$ cat src/rtl/alu_sched_pkg.sv
// Shared types and helpers for the ALU request scheduler.
package alu_sched_pkg;

    localparam int unsigned DEF_NUM_REQ = 4;
    localparam int unsigned DEF_DATA_W  = 32;
    localparam int unsigned DEF_CTRL_W  = 3;
    localparam int unsigned DEF_ALU_LAT = 1;

    typedef enum logic [1:0] {
        IDLE = 2'd0,
        EXEC = 2'd1,
        RESP = 2'd2
    } state_t;

    // Index width for n entries, never below one bit.
    function automatic int unsigned idx_w(input int unsigned n);
        return (n > 1) ? $clog2(n) : 1;
    endfunction

endpackage

$ cat src/rtl/alu_req_sched_rr_arbiter.sv
// Round-robin arbiter: grants the first request strictly after i_ptr, wrapping.
module rr_arbiter
    import alu_sched_pkg::*;
#(
    parameter int unsigned N = 4
) (
    input  logic [N-1:0]           i_req,
    input  logic [idx_w(N)-1:0]    i_ptr,
    output logic [N-1:0]           o_gnt,
    output logic [idx_w(N)-1:0]    o_gnt_idx
);

    localparam int unsigned IW = idx_w(N);

    logic [IW:0] w_pos;
    logic        w_found;

    // Walk candidates ptr+1 .. ptr+N; sum stays below 2N so one wrap subtraction suffices.
    always_comb begin
        o_gnt     = '0;
        o_gnt_idx = '0;
        w_found   = 1'b0;
        w_pos     = '0;
        for (int unsigned i = 1; i <= N; i++) begin
            w_pos = {1'b0, i_ptr} + (IW+1)'(i);
            if (w_pos >= (IW+1)'(N)) begin
                w_pos = w_pos - (IW+1)'(N);
            end
            if (!w_found && i_req[w_pos[IW-1:0]]) begin
                w_found   = 1'b1;
                o_gnt_idx = w_pos[IW-1:0];
            end
        end
        if (w_found) begin
            o_gnt = N'(1) << o_gnt_idx;
        end
    end

endmodule

$ cat src/rtl/alu_req_sched.sv
// Shares one combinational ALU among NUM_REQ requesters with round-robin arbitration
// and a valid/ready response carrying the captured result and Zero flag.
module alu_req_sched
    import alu_sched_pkg::*;
#(
    parameter int unsigned NUM_REQ = DEF_NUM_REQ,
    parameter int unsigned DATA_W  = DEF_DATA_W,
    parameter int unsigned CTRL_W  = DEF_CTRL_W,
    parameter int unsigned ALU_LAT = DEF_ALU_LAT
) (
    input  logic                        clk_i,
    input  logic                        rst_i,
    input  logic [NUM_REQ-1:0]          req_valid_i,
    output logic [NUM_REQ-1:0]          req_ready_o,
    input  logic [NUM_REQ*DATA_W-1:0]   req_a_i,
    input  logic [NUM_REQ*DATA_W-1:0]   req_b_i,
    input  logic [NUM_REQ*CTRL_W-1:0]   req_ctrl_i,
    output logic [NUM_REQ-1:0]          rsp_valid_o,
    input  logic [NUM_REQ-1:0]          rsp_ready_i,
    output logic [DATA_W-1:0]           rsp_result_o,
    output logic                        rsp_zero_o,
    output logic [DATA_W-1:0]           alu_a_o,
    output logic [DATA_W-1:0]           alu_b_o,
    output logic [CTRL_W-1:0]           alu_ctrl_o,
    input  logic [DATA_W-1:0]           alu_result_i,
    input  logic                        alu_zero_i,
    output logic                        busy_o
);

    localparam int unsigned IDX_W = idx_w(NUM_REQ);
    localparam int unsigned CNT_W = idx_w(ALU_LAT);

    state_t               r_state;
    state_t               w_state_nxt;
    logic [CNT_W-1:0]     r_cnt;
    logic [IDX_W-1:0]     r_ptr;
    logic [IDX_W-1:0]     r_gnt_idx;
    logic [NUM_REQ-1:0]   r_rsp_valid;
    logic [DATA_W-1:0]    r_alu_a;
    logic [DATA_W-1:0]    r_alu_b;
    logic [CTRL_W-1:0]    r_alu_ctrl;
    logic [DATA_W-1:0]    r_rsp_result;
    logic                 r_rsp_zero;
    logic                 r_busy;

    logic [NUM_REQ-1:0]   w_arb_gnt;
    logic [IDX_W-1:0]     w_arb_idx;
    logic                 w_accept;
    logic                 w_capture;
    logic                 w_rsp_done;

    rr_arbiter #(
        .N         (NUM_REQ)
    ) u_arb (
        .i_req     (req_valid_i),
        .i_ptr     (r_ptr),
        .o_gnt     (w_arb_gnt),
        .o_gnt_idx (w_arb_idx)
    );

    // State register; busy mirrors the next state so it is high exactly when not IDLE.
    always_ff @(posedge clk_i) begin
        if (!rst_i) begin
            r_state <= IDLE;
            r_busy  <= 1'b0;
        end else begin
            r_state <= w_state_nxt;
            r_busy  <= (w_state_nxt != IDLE);
        end
    end

    // Next state and handshake strobes; ready is only offered while IDLE.
    always_comb begin
        w_state_nxt = r_state;
        w_accept    = 1'b0;
        w_capture   = 1'b0;
        w_rsp_done  = 1'b0;
        req_ready_o = '0;
        case (r_state)
            IDLE: begin
                req_ready_o = w_arb_gnt;
                if (|(req_valid_i & w_arb_gnt)) begin
                    w_accept    = 1'b1;
                    w_state_nxt = EXEC;
                end
            end
            EXEC: begin
                if (r_cnt == '0) begin
                    w_capture   = 1'b1;
                    w_state_nxt = RESP;
                end
            end
            RESP: begin
                if (rsp_ready_i[r_gnt_idx]) begin
                    w_rsp_done  = 1'b1;
                    w_state_nxt = IDLE;
                end
            end
            default: begin
                w_state_nxt = IDLE;
            end
        endcase
    end

    // Operand latch, latency counter and round-robin pointer.
    always_ff @(posedge clk_i) begin
        if (!rst_i) begin
            r_alu_a    <= '0;
            r_alu_b    <= '0;
            r_alu_ctrl <= '0;
            r_gnt_idx  <= '0;
            r_ptr      <= IDX_W'(NUM_REQ - 1);
            r_cnt      <= '0;
        end else if (w_accept) begin
            r_alu_a    <= req_a_i[32'(w_arb_idx) * DATA_W +: DATA_W];
            r_alu_b    <= req_b_i[32'(w_arb_idx) * DATA_W +: DATA_W];
            r_alu_ctrl <= req_ctrl_i[32'(w_arb_idx) * CTRL_W +: CTRL_W];
            r_gnt_idx  <= w_arb_idx;
            r_ptr      <= w_arb_idx;
            r_cnt      <= CNT_W'(ALU_LAT - 1);
        end else if ((r_state == EXEC) && (r_cnt != '0)) begin
            r_cnt <= r_cnt - CNT_W'(1);
        end
    end

    // Response registers stay stable from capture until the winner's handshake.
    always_ff @(posedge clk_i) begin
        if (!rst_i) begin
            r_rsp_result <= '0;
            r_rsp_zero   <= 1'b0;
            r_rsp_valid  <= '0;
        end else if (w_capture) begin
            r_rsp_result <= alu_result_i;
            r_rsp_zero   <= alu_zero_i;
            r_rsp_valid  <= NUM_REQ'(1) << r_gnt_idx;
        end else if (w_rsp_done) begin
            r_rsp_valid  <= '0;
        end
    end

    assign rsp_valid_o  = r_rsp_valid;
    assign rsp_result_o = r_rsp_result;
    assign rsp_zero_o   = r_rsp_zero;
    assign alu_a_o      = r_alu_a;
    assign alu_b_o      = r_alu_b;
    assign alu_ctrl_o   = r_alu_ctrl;
    assign busy_o       = r_busy;

endmodule
$ cat config.mk
export PLATFORM = sky130hd
export DESIGN_NAME = alu_req_sched
export DESIGN_NICKNAME = d
export VERILOG_FILES = /design/src/rtl/alu_sched_pkg.sv /design/src/rtl/alu_req_sched_rr_arbiter.sv /design/src/rtl/alu_req_sched.sv
export SDC_FILE = /design/constraint.sdc
export NUM_CORES = 1
export LEC_CHECK = 0
export CORE_AREA = 4 4 160 162
export DETAILED_ROUTE_END_ITERATION = 10
export DIE_AREA = 0 0 164 166
export PLACE_DENSITY = 0.6
export SLEW_MARGIN = 20
export SYNTH_ARGS = -nofsm -noshare
export SYNTH_HDL_FRONTEND = slang
export SYNTH_SLANG_ARGS = --single-unit
$ cat constraint.sdc
create_clock -name clk_i -period 1.85 [get_ports clk_i]
set_input_delay 0.185 -clock clk_i [delete_from_list [all_inputs] [get_ports clk_i]]
set_output_delay 0.185 -clock clk_i [all_outputs]
set_load 0.1 [all_outputs]
Word-level counts from Yosys, hierarchy flattened
Index checks and enable logic that the tools add are counted.

Register bits: 112. Input bits: 311.

Add/subtract/negate cells: 9. Multipliers: 1. Magnitude comparators: 9. Equality and inequality tests: 2. Shift-type cells: 5. Mux-type cells: 36. Bitwise gates (word level): 2. Reductions and logical operators: 12.

Operator list (number): $shiftx 128x8->32 (2); $mux 2 (11); $mux 4 (4); $lt 2x3->1 const B (5); $mux 1 (15); $ge 3x3->1 const B (4); $shiftx 12x5->3 (1); $bmux 1 s2 (5); $shl 1x2->4 const A (2); $sub 2x1->2 const B (4); $add 2x2->3 const B (2); $pmux 2 s3 (1); $and 4x4->4 (1); $logic_and 1x1->1 (4); $mul 2x2->4 const B (1); $reduce_bool 2->1 (2); $reduce_or 4->1 (1); $add 2x1->3 const B (1); $add 2x3->3 const B (1); $logic_not 1->1 (3); $eq 2x1->1 const B (1); $eq 2x2->1 const B (1); $logic_not 2->1 (1); $reduce_or 2->1 (1); other kinds (2) (2).

Depth between registers and ports, before layout
Word-level depth: 22. Gate-level depth with buffers: 8. Gate-level depth less buffers: 5.

Cells and area by module
From an unflattened synthesis, not the netlist that was laid out.

Cells, all modules: 700. Area total of the unflattened synthesis: 6744.0 um^2.

Modules (own cells, without submodules): alu_req_sched (times used 1, cells an instance 667, area an instance 6525.0 um^2); rr_arbiter (times used 1, cells an instance 33, area an instance 219.0 um^2).

Worst setup path before layout
No wires, ideal clock.

Path kind: reg2out. Start: register r_ptr[1]. End: output port req_ready_o[1]. Arrival: 3563 ps. Slack: -1898 ps. Cell stages (with the launch flop): 5. Buffers on the path: 1. Path through: dfxtp_1 -> clkbuf_1 -> o22ai_1 -> a21oi_1 -> nor4_1.

Word-level cells in the longest chain between the ends: 18.

RTL lines: start: declaration (line alu_req_sched.sv:36) `logic [IDX_W-1:0] r_ptr;`; start signal: assignment (line alu_req_sched.sv:112) `r_ptr <= IDX_W'(NUM_REQ - 1);`; start signal: assignment (line alu_req_sched.sv:119) `r_ptr <= w_arb_idx;`; $add 2x1->3 (line alu_req_sched_rr_arbiter.sv:25) `w_pos = {1'b0, i_ptr} + (IW+1)'(i);`; $ge 3x3->1 / $sub 2x1->2 (equally long branches) (line alu_req_sched_rr_arbiter.sv:26, alu_req_sched_rr_arbiter.sv:27); $mux 2 (line alu_req_sched_rr_arbiter.sv:26) `if (w_pos >= (IW+1)'(N)) begin`; $bmux 1 s2 (line alu_req_sched_rr_arbiter.sv:29) `if (!w_found && i_req[w_pos[IW-1:0]]) begin`; $mux 1 (not written as such) (line alu_req_sched_rr_arbiter.sv:29); $mux 1 (line alu_req_sched_rr_arbiter.sv:29); $logic_not 1->1 (line alu_req_sched_rr_arbiter.sv:29); $logic_and 1x1->1 (line alu_req_sched_rr_arbiter.sv:29); [2 not listed]; $logic_and 1x1->1 (line alu_req_sched_rr_arbiter.sv:29); $mux 1 (line alu_req_sched_rr_arbiter.sv:29); $logic_not 1->1 (line alu_req_sched_rr_arbiter.sv:29); $logic_and 1x1->1 (line alu_req_sched_rr_arbiter.sv:29); $mux 2 (line alu_req_sched_rr_arbiter.sv:29); $shl 1x2->4 (line alu_req_sched_rr_arbiter.sv:35) `o_gnt = N'(1) << o_gnt_idx;`; $mux 4 * (line alu_req_sched_rr_arbiter.sv:34) `if (w_found) begin`; $mux 4 * (line alu_req_sched.sv:79) `case (r_state)`; end: declaration (line alu_req_sched.sv:14) `output logic [NUM_REQ-1:0] req_ready_o,`.

Mark *: on every way between the ends. The rest lies on a longest branch, timed or not. The select of a mux whose other input is x is not followed.

Final worst setup path
Start: register r_ptr[0]. End: output port req_ready_o[0].

Same word-level chain as after synthesis.

==> results.sh <==
export IMPL_status="finished, violations left"
export IMPL_violations="setup timing"
export IMPL_crit_arrival_ns=1.72
export IMPL_period_minus_slack_ns=1.90
export IMPL_h_tree_depth=3
export IMPL_vias_per_cell=5.09
export IMPL_first_pass_iters=4
export IMPL_fin_area_sq_mm=0.0114
export IMPL_start_util_pct=25.0
export IMPL_drive_gt1_share_pct=21.8
export IMPL_worstSetupPathType="reg -> out"
export IMPL_drc=0
export IMPL_p_clk_share_pct=16.3
export IMPL_post_synth_num_cell_types=36
export IMPL_finalHoldViolations=0
export IMPL_cp_slowest_cell="dfxtp_4"
export IMPL_clk_pin_slew_ns=0.08
export IMPL_maxCapViolations=0
export IMPL_clk_path_buf_depth=2
export IMPL_ys_seq_area_share_pct=37.3
export IMPL_rsz0062_at_grt="true"
export IMPL_crit_chain="nand2b_4, a22oi_2, o22ai_4, buf_12, buf_12, and2_4, buf_12"
export IMPL_reg2reg_to="alu_a_o[9]$_SDFFE_PN0P_"
export IMPL_synthTopCellsByArea="dfxtp_1, mux2i_1, a221oi_1"
export IMPL_swShare_pct=48.7
export IMPL_nFillCells=2363
export IMPL_min_period_over_period_pct=103
export IMPL_clock_skew_ns=0.00893
export IMPL_worstRegToRegCells=8
export IMPL_max_vdd_ir_drop_mv=0.522
export IMPL_seq_power_share_pct=26.3
export IMPL_hpwl_um=21700
export IMPL_synth_top_area_share_pct=37.3
export IMPL_netSwitchingPower_uw=5770
export IMPL_io_pins=420
export IMPL_critical_path_max_stage_delay_ns=0.37
export IMPL_max_freq_mhz=525
export IMPL_grt_usage_pct=19.4
export IMPL_die_area_sq_mm=0.0272
export IMPL_cts_buffers=9
export IMPL_detail_route_antenna_nets=0
export IMPL_place_area_sq_mm=0.0108
export IMPL_io_buffers=419
export IMPL_grt_pass1_wl_um=42100
export IMPL_tns_ns=-0.100
export IMPL_r2r_start="r_ptr[0]$_SDFFE_PN1P_"
export IMPL_crit_start="r_ptr[0]$_SDFFE_PN1P_"
export IMPL_syn_nets=1003
export IMPL_timing_hold_ws_ns=0.341
export IMPL_cp_end_kind="output port"
export IMPL_crit_family="buffers and inverters"
export IMPL_grt_antenna_before_repair=1
export IMPL_path_buf_inv=3
export IMPL_worstSkewPairLatency_ns=0.35
export IMPL_start_kind="flip-flop"
export IMPL_timing_final_ws_setup_ns=-0.0537
export IMPL_cp_required_ns=1.66
export IMPL_drt_wl_total_um=28600
export IMPL_grt_max_degree=73
export IMPL_core_rowCount=57
export IMPL_combPwrFrac_pct=57.4
export IMPL_place_congestion=0.785
export IMPL_cp_depth=7
export IMPL_die_x_um=164
export IMPL_grt_pass1_vias=7340
export IMPL_powerDensity_mw_per_mm2=1040
export IMPL_final_util_pct=47.4
export IMPL_intPower_uw=6080
export IMPL_cp_max_fo=5
export IMPL_hold_path_class="in -> reg"
export IMPL_cts_root_buf="clkbuf_16"
export IMPL_p_leak_uw=0.00440
export IMPL_ys_ff_latch=112
export IMPL_syn_to_final_growth_pct=90.1
export IMPL_nets=1433
export IMPL_fp_dieH_um=166
export IMPL_wire_per_inst_um=19.7
export IMPL_yosys_warnings=0
export IMPL_synth_avg_cell_area_sq_um=8.69
export IMPL_cts_num_sinks=112
export IMPL_overflow=0
export IMPL_finalPower_uw=11800
export IMPL_drv_slew=0
export IMPL_setup_violations=6
export IMPL_tightest_slew_ns=0.595
export IMPL_synthCells=692
export IMPL_cp_endpoint="req_ready_o[0]"
export IMPL_cp_common_cell="buf_12"
export IMPL_cts_tree="built"
export IMPL_core_sq_mm=0.0241
export IMPL_slew_headroom_pct=60.3
export IMPL_netlist_area_sq_mm=0.00601
export IMPL_dr_first_iter_drc_count=387
export IMPL_ff2ff_setup_slack_ns=-0.02
export IMPL_synth_area_leader_cell="dfxtp_1"
export IMPL_dr_total_vias=7383
==> cell families after synthesis <==
logic type / synth area share (%)
buf+inv: 6.05
compound gates: 37.6
mux: 11.5
simple gates: 7.55
flops: 37.3
==> cell usage in the layout (no fill, tap or decap), types with 2 or more instances in the layout <==
master,Yosys,routed
a221oi_4,0,2
mux2i_2,0,3
inv_8,0,2
a221oi_2,1,14
o21ai_0,71,69
buf_6,2,4
o21ai_1,0,2
buf_4,3,163
clkbuf_16,0,12
o22ai_1,70,67
nor2b_1,6,6
a21boi_0,34,34
a221oi_1,67,52
o211ai_1,67,67
mux2i_1,67,64
dlygate4sd2_1,0,3
nand2b_1,4,2
clkdlybuf4s50_1,0,305
o22ai_2,0,2
dfxtp_1,112,110
nand2_1,71,71
a21oi_1,5,4
buf_12,0,19
inv_1,4,4
dfxtp_4,0,2
nor2_1,9,7
nor3_1,3,2
==> worst register-to-register path, stage by stage (launching register included) <==
cell and delay [ns]:
dfxtp_4 0.37, nand2b_4 0.16, a22oi_2 0.20, o22ai_4 0.10, buf_12 0.13, buf_4 0.22, buf_4 0.19, a221oi_1 0.27
o22ai_1 0.12
==> flip-flops by register name, indices dropped and copies added, names as in the netlist, 2 cells and up <==
signal and cells:
alu_a_o 32, alu_b_o 32, rsp_result_o 32, rsp_valid_o 4, alu_ctrl_o 3, r_gnt_idx 2, r_ptr 2, r_state 2
==> through the flow <==
step / std cells / setup slack [ns]
2_1_floorplan: 692 / -0.0187
3_3_place_gp: 1425 / -0.462
3_5_place_dp: 1425 / -0.483
4_1_cts: 1444 / -0.0666
5_1_grt: 1451 / -0.120
6_report: 1451 / -0.0537
==> Yosys cell counts <==
master     number
nor2_1          9
and2_1          2
o211a_1         1
buf_1           1
or3_1           1
a31oi_1         1
a221oi_2        1
and3_1          2
nor3b_2         1
dfxtp_1       112
mux4_2          1
o211ai_1       67
o22ai_1        70
o22a_1          1
mux2i_1        67
buf_4           3
a2bb2oi_2       1
inv_1           4
a21oi_1         5
a22oi_1         2
nor4_1          2
o21a_1          1
a221oi_1       67
nor3_1          3
or2_2           2
o21ai_0        71
a21boi_0       34
a32oi_1         1
o2111a_1        1
nor2b_1         6
nand2b_1        4
nor3b_1         1
buf_2          18
nand2_1        71
clkbuf_1       56
buf_6           2
==> worst min-delay path by stage <==
stage | start | end | cells past startpoint
after floorplan | alu_result_i[0] | rsp_result_o[0]$_SDFFE_PN0P_ | 2
after global placement | rsp_result_o[21]$_SDFFE_PN0P_ | rsp_result_o[21]$_SDFFE_PN0P_ | 2
after detailed placement | rsp_result_o[11]$_SDFFE_PN0P_ | rsp_result_o[11]$_SDFFE_PN0P_ | 2
after CTS | rst_i | r_cnt$_SDFFE_PP0P_ | 3
after global routing | rst_i | r_cnt$_SDFFE_PP0P_ | 3
final | rst_i | r_cnt$_SDFFE_PP0P_ | 3
==> layout make-up <==
class | count | area [sq um] | share of cell area, %
well taps | 324 | 405 | 3.55
multi-input cells | 496 | 3650 | 31.9
repair buffers | 499 | 4830 | 42.2
clock inverters | 4 | 38.8 | 0.339
diodes | 1 | 2.50 | 0.0219
inverters | 4 | 15.0 | 0.131
flip-flops and latches | 112 | 2250 | 19.7
clock buffers | 11 | 243 | 2.12
==> metal layers <==
metal | GRT usage (%) | share of wire, % | up-vias
met2 | 33.7 | 49 | 330
li1 | - | - | 3570
met3 | 5.19 | 8.4 | 31
met4 | 5.43 | 2.1 | 0
met1 | 23.6 | 41 | 3452
met5 | 0 | 0 | -
==> power groups by stage <==
stage | registers [uW] | clock network, uW | logic [uW]
after floorplan | 5800 | 0 | 1690
after global placement | 3140 | 0 | 6580
after detailed placement | 3150 | 0 | 6590
after CTS | 3110 | 2030 | 6660
after global routing | 3170 | 2110 | 7120
final | 3110 | 1930 | 6800
==> timing repair <==
action	in CTS	in global routing
buffers inserted	4	3
cloned	0	3
pin swaps	2	6
setup endpoints to repair	52	69
gates resized for setup	18	25
hold buffers	0	0
(Power assumes the default switching activity.)
